`config.mk`:
```
export PLATFORM = sky130hd
export DESIGN_NAME = asm_job_scheduler
export DESIGN_NICKNAME = d
export VERILOG_FILES = /design/src/rtl/asm_sched_pkg.sv /design/src/rtl/rr_arbiter.sv /design/src/rtl/asm_job_scheduler.sv
export SDC_FILE = /design/constraint.sdc
export NUM_CORES = 1
export LEC_CHECK = 0
export BUFFER_PORTS_ARGS = -buffer_cell sky130_fd_sc_hd__buf_2
export CORE_MARGIN = 1.5
export CORE_UTILIZATION = 41
export CTS_CLUSTER_DIAMETER = 40
export CTS_CLUSTER_SIZE = 40
export DETAILED_ROUTE_END_ITERATION = 6
export PLACE_DENSITY = 0.77
export SYNTH_ARGS = -nofsm -noshare
export SYNTH_HDL_FRONTEND = slang
export SYNTH_HIERARCHICAL = 1
export SYNTH_SLANG_ARGS = --single-unit
```
`constraint.sdc`:
```
create_clock -name clk_i -period 3.1 [get_ports clk_i]
set_input_delay 0 -clock clk_i [delete_from_list [all_inputs] [get_ports clk_i]]
set_output_delay 0 -clock clk_i [all_outputs]
set_load 0.02 [all_outputs]
```
`src/rtl/asm_sched_pkg.sv`:
```
// Shared types for the sum-engine job scheduler: FSM state encoding and default datapath widths.
package asm_sched_pkg;

  localparam int unsigned DefNw = 32;
  localparam int unsigned DefSw = 64;

  typedef enum logic [2:0] {
    StIdle,
    StLaunch,
    StWait,
    StResp,
    StDrain
  } state_e;

endpackage

```
`src/rtl/rr_arbiter.sv`:
```
// Combinational round-robin arbiter: first requester at or after ptr_i (wrapping) wins.
module rr_arbiter #(
  parameter  int unsigned NREQ = 4,
  localparam int unsigned IdW  = (NREQ > 1) ? $clog2(NREQ) : 1
) (
  input  logic [NREQ-1:0] req_i,
  input  logic [IdW-1:0]  ptr_i,
  output logic [NREQ-1:0] gnt_o,
  output logic [IdW-1:0]  idx_o,
  output logic            any_o
);

  logic [IdW-1:0] cand;

  always_comb begin
    gnt_o = '0;
    idx_o = '0;
    any_o = 1'b0;
    cand  = '0;
    for (int unsigned off = 0; off < NREQ; off++) begin
      cand = IdW'((32'(ptr_i) + off) % NREQ);
      if (!any_o && req_i[cand]) begin
        any_o       = 1'b1;
        idx_o       = cand;
        gnt_o[cand] = 1'b1;
      end
    end
  end

endmodule

```
`src/rtl/asm_job_scheduler.sv`:
```
// Shares one sum-of-1..N engine among NREQ requesters: round-robin grant, launch, watchdog-guarded
// wait, tagged one-cycle response, then drain until the engine drops done.
module asm_job_scheduler
  import asm_sched_pkg::*;
#(
  parameter  int unsigned NREQ    = 4,
  parameter  int unsigned NW      = DefNw,
  parameter  int unsigned SW      = DefSw,
  parameter  int unsigned TIMEOUT = 4096,
  localparam int unsigned IdW     = (NREQ > 1) ? $clog2(NREQ) : 1,
  localparam int unsigned WdW     = $clog2(TIMEOUT)
) (
  input  logic             clk_i,
  input  logic             rst_i,
  input  logic [NREQ-1:0]  req_i,
  input  logic [NREQ*NW-1:0] req_n_i,
  output logic [NREQ-1:0]  gnt_o,
  output logic             rsp_valid_o,
  output logic [IdW-1:0]   rsp_id_o,
  output logic [SW-1:0]    rsp_sum_o,
  output logic             rsp_err_o,
  output logic             busy_o,
  output logic             eng_go_o,
  output logic [NW-1:0]    eng_n_o,
  input  logic             eng_done_i,
  input  logic [SW-1:0]    eng_sum_i
);

  state_e          state_q, state_d;
  logic [IdW-1:0]  ptr_q, ptr_d;
  logic [IdW-1:0]  id_q, id_d;
  logic [NW-1:0]   eng_n_q, eng_n_d;
  logic [NREQ-1:0] gnt_q, gnt_d;
  logic [WdW-1:0]  wd_q, wd_d;
  logic [IdW-1:0]  rsp_id_q, rsp_id_d;
  logic [SW-1:0]   rsp_sum_q, rsp_sum_d;
  logic            rsp_err_q, rsp_err_d;

  logic [NREQ-1:0] arb_gnt;
  logic [IdW-1:0]  arb_idx;
  logic            arb_any;
  logic [NW-1:0]   sel_n;

  rr_arbiter #(
    .NREQ (NREQ)
  ) u_arb (
    .req_i (req_i),
    .ptr_i (ptr_q),
    .gnt_o (arb_gnt),
    .idx_o (arb_idx),
    .any_o (arb_any)
  );

  always_comb begin
    sel_n = '0;
    for (int unsigned i = 0; i < NREQ; i++) begin
      if (arb_idx == IdW'(i)) sel_n = req_n_i[i*NW +: NW];
    end
  end

  always_comb begin
    state_d   = state_q;
    ptr_d     = ptr_q;
    id_d      = id_q;
    eng_n_d   = eng_n_q;
    gnt_d     = gnt_q;
    wd_d      = wd_q;
    rsp_id_d  = rsp_id_q;
    rsp_sum_d = rsp_sum_q;
    rsp_err_d = rsp_err_q;
    unique case (state_q)
      StIdle: begin
        if (arb_any) begin
          id_d    = arb_idx;
          eng_n_d = sel_n;
          gnt_d   = arb_gnt;
          state_d = StLaunch;
        end
      end
      StLaunch: begin
        wd_d    = '0;
        state_d = StWait;
      end
      StWait: begin
        // Done takes priority over a watchdog expiring in the same cycle.
        if (eng_done_i) begin
          rsp_id_d  = id_q;
          rsp_sum_d = eng_sum_i;
          rsp_err_d = 1'b0;
          state_d   = StResp;
        end else if (wd_q == WdW'(TIMEOUT - 1)) begin
          rsp_id_d  = id_q;
          rsp_sum_d = '0;
          rsp_err_d = 1'b1;
          state_d   = StResp;
        end else begin
          wd_d = wd_q + WdW'(1);
        end
      end
      StResp: begin
        gnt_d   = '0;
        ptr_d   = (id_q == IdW'(NREQ - 1)) ? '0 : id_q + IdW'(1);
        state_d = StDrain;
      end
      StDrain: begin
        // Hold off until the engine drops done so a stale level cannot end the next job.
        if (!eng_done_i) state_d = StIdle;
      end
      default: state_d = StIdle;
    endcase
  end

  always_ff @(posedge clk_i) begin
    if (rst_i) begin
      state_q   <= StIdle;
      ptr_q     <= '0;
      id_q      <= '0;
      eng_n_q   <= '0;
      gnt_q     <= '0;
      wd_q      <= '0;
      rsp_id_q  <= '0;
      rsp_sum_q <= '0;
      rsp_err_q <= 1'b0;
    end else begin
      state_q   <= state_d;
      ptr_q     <= ptr_d;
      id_q      <= id_d;
      eng_n_q   <= eng_n_d;
      gnt_q     <= gnt_d;
      wd_q      <= wd_d;
      rsp_id_q  <= rsp_id_d;
      rsp_sum_q <= rsp_sum_d;
      rsp_err_q <= rsp_err_d;
    end
  end

  assign gnt_o       = gnt_q;
  assign rsp_valid_o = (state_q == StResp);
  assign rsp_id_o    = rsp_id_q;
  assign rsp_sum_o   = rsp_sum_q;
  assign rsp_err_o   = rsp_err_q;
  assign busy_o      = (state_q != StIdle);
  assign eng_go_o    = (state_q == StLaunch);
  assign eng_n_o     = eng_n_q;

endmodule

```
==> key figures <==
Timing
  • Worst Max-Slew Pin Slew: between 600 and 700 ps
  • Pins over their slew limit: 0
  • WHS: 53.58 ps
  • Final period util: between 90% and 100%
  • Setup violators final: 0
  • Min Clock Period, post-route: a little under 3000 ps
  • Relative slew slack: roughly 54%
  • Hold Vio Cnt, Final: 0
  • Clock skew: roughly 10 ps
  • Setup Total Neg Slack: 0 ps
  • Peak Freq: 341.6 MHz

Synthesis
  • Synth Flop Type: dfxtp_1
  • Synth top area cells: dfxtp_1, mux4_2, a22o_1, nand2_1, a21oi_1
  • Mapped Cells: about 520
  • Top-count cell post-synth: dfxtp_1
  • Unique masters post-synth: 64
  • Register bit count reported by yosys: approximately 120
  • Post-Syn Area: about 5600 um2
  • Seq/Total Area, Yosys: 43.29%
  • Synth top cells by count: dfxtp_1, nand2_1, a22o_1, a21oi_1, mux4_2
  • Mux cell area share after synthesis: between 10% and 20%
  • Async S/R FF share, synth: 0%
  • Yosys warns: 6
  • Area share of fa/ha/maj cells after synthesis: about 1.6%
  • Share of the synthesized area in the top cell type: between 40% and 50%
  • Xor and xnor fraction of the mapped netlist area: less than 1%
  • Mapped Nets: 730
  • Average size of a mapped cell: roughly 11 um2
  • Yosys top cell by area: dfxtp_1
  • Number of flops mapped to enable cells by yosys: 0
  • Simple-gate portion of the synthesized area: roughly 13%
  • Main combinational cell family by area after synthesis: compound AO/OA/AOI/OAI gates
  • Synth Area in Compound Gates: 20.23%

Global routing
  • Initial antenna violation count: 5
  • Largest net degree at the start of global routing: 65
  • Total gr overflow: 0
  • First-pass GRT wire length: between 20000 and 30000 um
  • Vias in the first global route: ~5700
  • All-Layer GR Usage: 25.49%

Worst setup path
  • R2R cell count: 11
  • CP Capture Type: register
  • CP required: approximately 3400 ps
  • CP Class: register to register
  • Critical-path maximum fanout: 32
  • WP data arrival: approximately 3200 ps
  • R2R Setup Slk: 170 ps
  • Reg-to-reg endpoint: eng_n_o[15]
  • Reg-to-Reg Start: ptr_q[0]
  • Startpoint Class: register

Min path
  • HP Start: req_n_i[127]
  • Worst Hold Class: input pin to register
  • Hold EP: eng_n_o[31]
  • Hold depth: 4

Detailed routing
  • Routed wire per std cell: between 15 and 20 um
  • DR vias: roughly 5800
  • DRC viols: 0
  • Mean number of vias per cell: 5.378
  • First drt pass iteration count: 5
  • Final ANT Viol Nets: 0
  • Iter 0 DRT Violations: roughly 350
  • Routed wire length: between 15000 and 20000 um

Final layout
  • Footprint of the multi-input gates: approximately 2900 um2
  • Share of cells above drive strength 1: a little under half
  • Fin nets: between 1000 and 1500
  • Final Non-Filler Cells: 1080
  • Filler instances: ~1100
  • Layout area overhead: 50.41%
  • Sequential cell area: ~2400 um2

Placed design
  • Dpl hpwl: between 10000 and 15000 um
  • Global placement routability congestion: 0.8418
  • Inst Count DP: slightly below 1000
  • Buffers on Ports: ~300

Floorplan
  • Die Wd: ~120 um
  • Core footprint: between 10000 and 15000 um2
  • Die Height: 120.3 um
  • Area of the die: between 10000 and 15000 um2
  • Initial Utilization: about 42%
  • IO Pins: approximately 300
  • Placement row count: 42

Clock tree
  • H-tree levels: 4
  • Clock transition at path regs: roughly 60 ps
  • CTS Buffer Depth: 2
  • Clock buffer count from CTS: 17
  • Clk Latency, worst-skew pair: 410 ps
  • Total clock sinks: approximately 120
  • Root Buffer: clkbuf_16
  • CTS tree: done

Power and ir drop
  • Peak supply drop: 0.0003354 V
  • Total power: around 5.2 mW
  • Total leakage power: between 3 and 4 nW
  • PD cells: 607.4 nW/um2

Status
  • Status: complete, no violations

Job
  • Max_cap viols: 0
-- worst max path at each step --
stage,start,to,slack (ps),cells past startpoint
finish,ptr_q[0],eng_n_o[15],170,11
global route,ptr_q[0],eng_n_o[15],-4,11
CTS,ptr_q[1],eng_n_o[23],140,10
detailed placement,ptr_q[0],eng_n_o[23],170,10
global placement,ptr_q[0],eng_n_o[25],250,10
floorplan,ptr_q[0],eng_n_o[0],60,13
-- power by group --
part	internal, mW	switching, mW
logic	0.700	0.833
clock network	1.04	0.740
registers	1.74	0.105
total	3.48	1.68
-- cell families after synthesis --
group / count (synthesis)
xor gates and xnor gates: 2
and+or+nand+nor: 145
muxes: 39
DFF: 122
AOI/OAI and AO/OA: 154
adders and majority gates: 7
buffers and inverters: 55
-- critical path, stage by stage, from the launching register on --
cell and delay [ps]:
dfxtp_1 410, inv_1 90, ha_1 340, mux4_2 340
buf_4 190, nor4b_4 380, nor2_1 100, a32o_1 270
buf_12 190, mux4_2 290, nand2_1 100, a21oi_1 70
-- area by class of cell --
| type | count | area share (%) |
|---|---|---|
| Clock buffer | 18 | 5.175 |
| Timing Repair Buffer | 389 | 27.84 |
| Antenna cell | 5 | 0.1474 |
| Inverter | 9 | 0.3981 |
| Clock inverter | 14 | 1.180 |
| Sequential cell | 122 | 28.80 |
| Multi-Input combinational cell | 347 | 33.87 |
| Tap cell | 176 | 2.595 |
-- layer usage --
| layer | part of all wire, % | vias up | global-route usage (%) |
|---|---|---|---|
| met4 | 3.2 | 0 | 12.21 |
| met3 | 9.1 | 41 | 8.255 |
| met2 | 51 | 314 | 45.00 |
| met1 | 36 | 2744 | 27.59 |
| met5 | 0 | - | 0 |
| li1 | - | 2709 | - |
-- cell usage in the layout, fill, tap and decap left out, types with 8 or more instances in the layout --
cell / n
dlygate4sd3_1: 66
clkbuf_16: 17
inv_1: 8
mux4_2: 34
nand2_1: 84
a22o_1: 64
nor2_1: 8
nand3_1: 12
buf_2: 304
buf_4: 16
a22oi_1: 9
a21oi_1: 48
dfxtp_1: 121
-- state kept, by name, summed over array words and instances (netlist names) --
register,count
eng_n_o,32
rsp_id_o,2
rsp_err_o,1
state_q,3
rsp_sum_o,64
gnt_o,4
wd_q,12
id_q,2
ptr_q,2
-- timing repair --
item | CTS | global route
buffers inserted | 0 | 4
hold buffers | 66 | 0
gates resized for setup | 0 | 1
endpoints found under the setup margin | 0 | 28
hold endpoints to repair | 65 | 0
-- stage by stage --
stage / worst slack, ps / area, um2 / util (%)
2_1_floorplan: 64.19 / 5642 / -
3_3_place_gp: 245.3 / 7242 / 54.26
3_5_place_dp: 166.3 / 7242 / 54.26
4_1_cts: 141.8 / 8442 / 63.25
5_1_grt: -3.925 / 8486 / 63.57
6_report: 172.5 / 8486 / 63.57
Power figures use the tool's default switching activity.
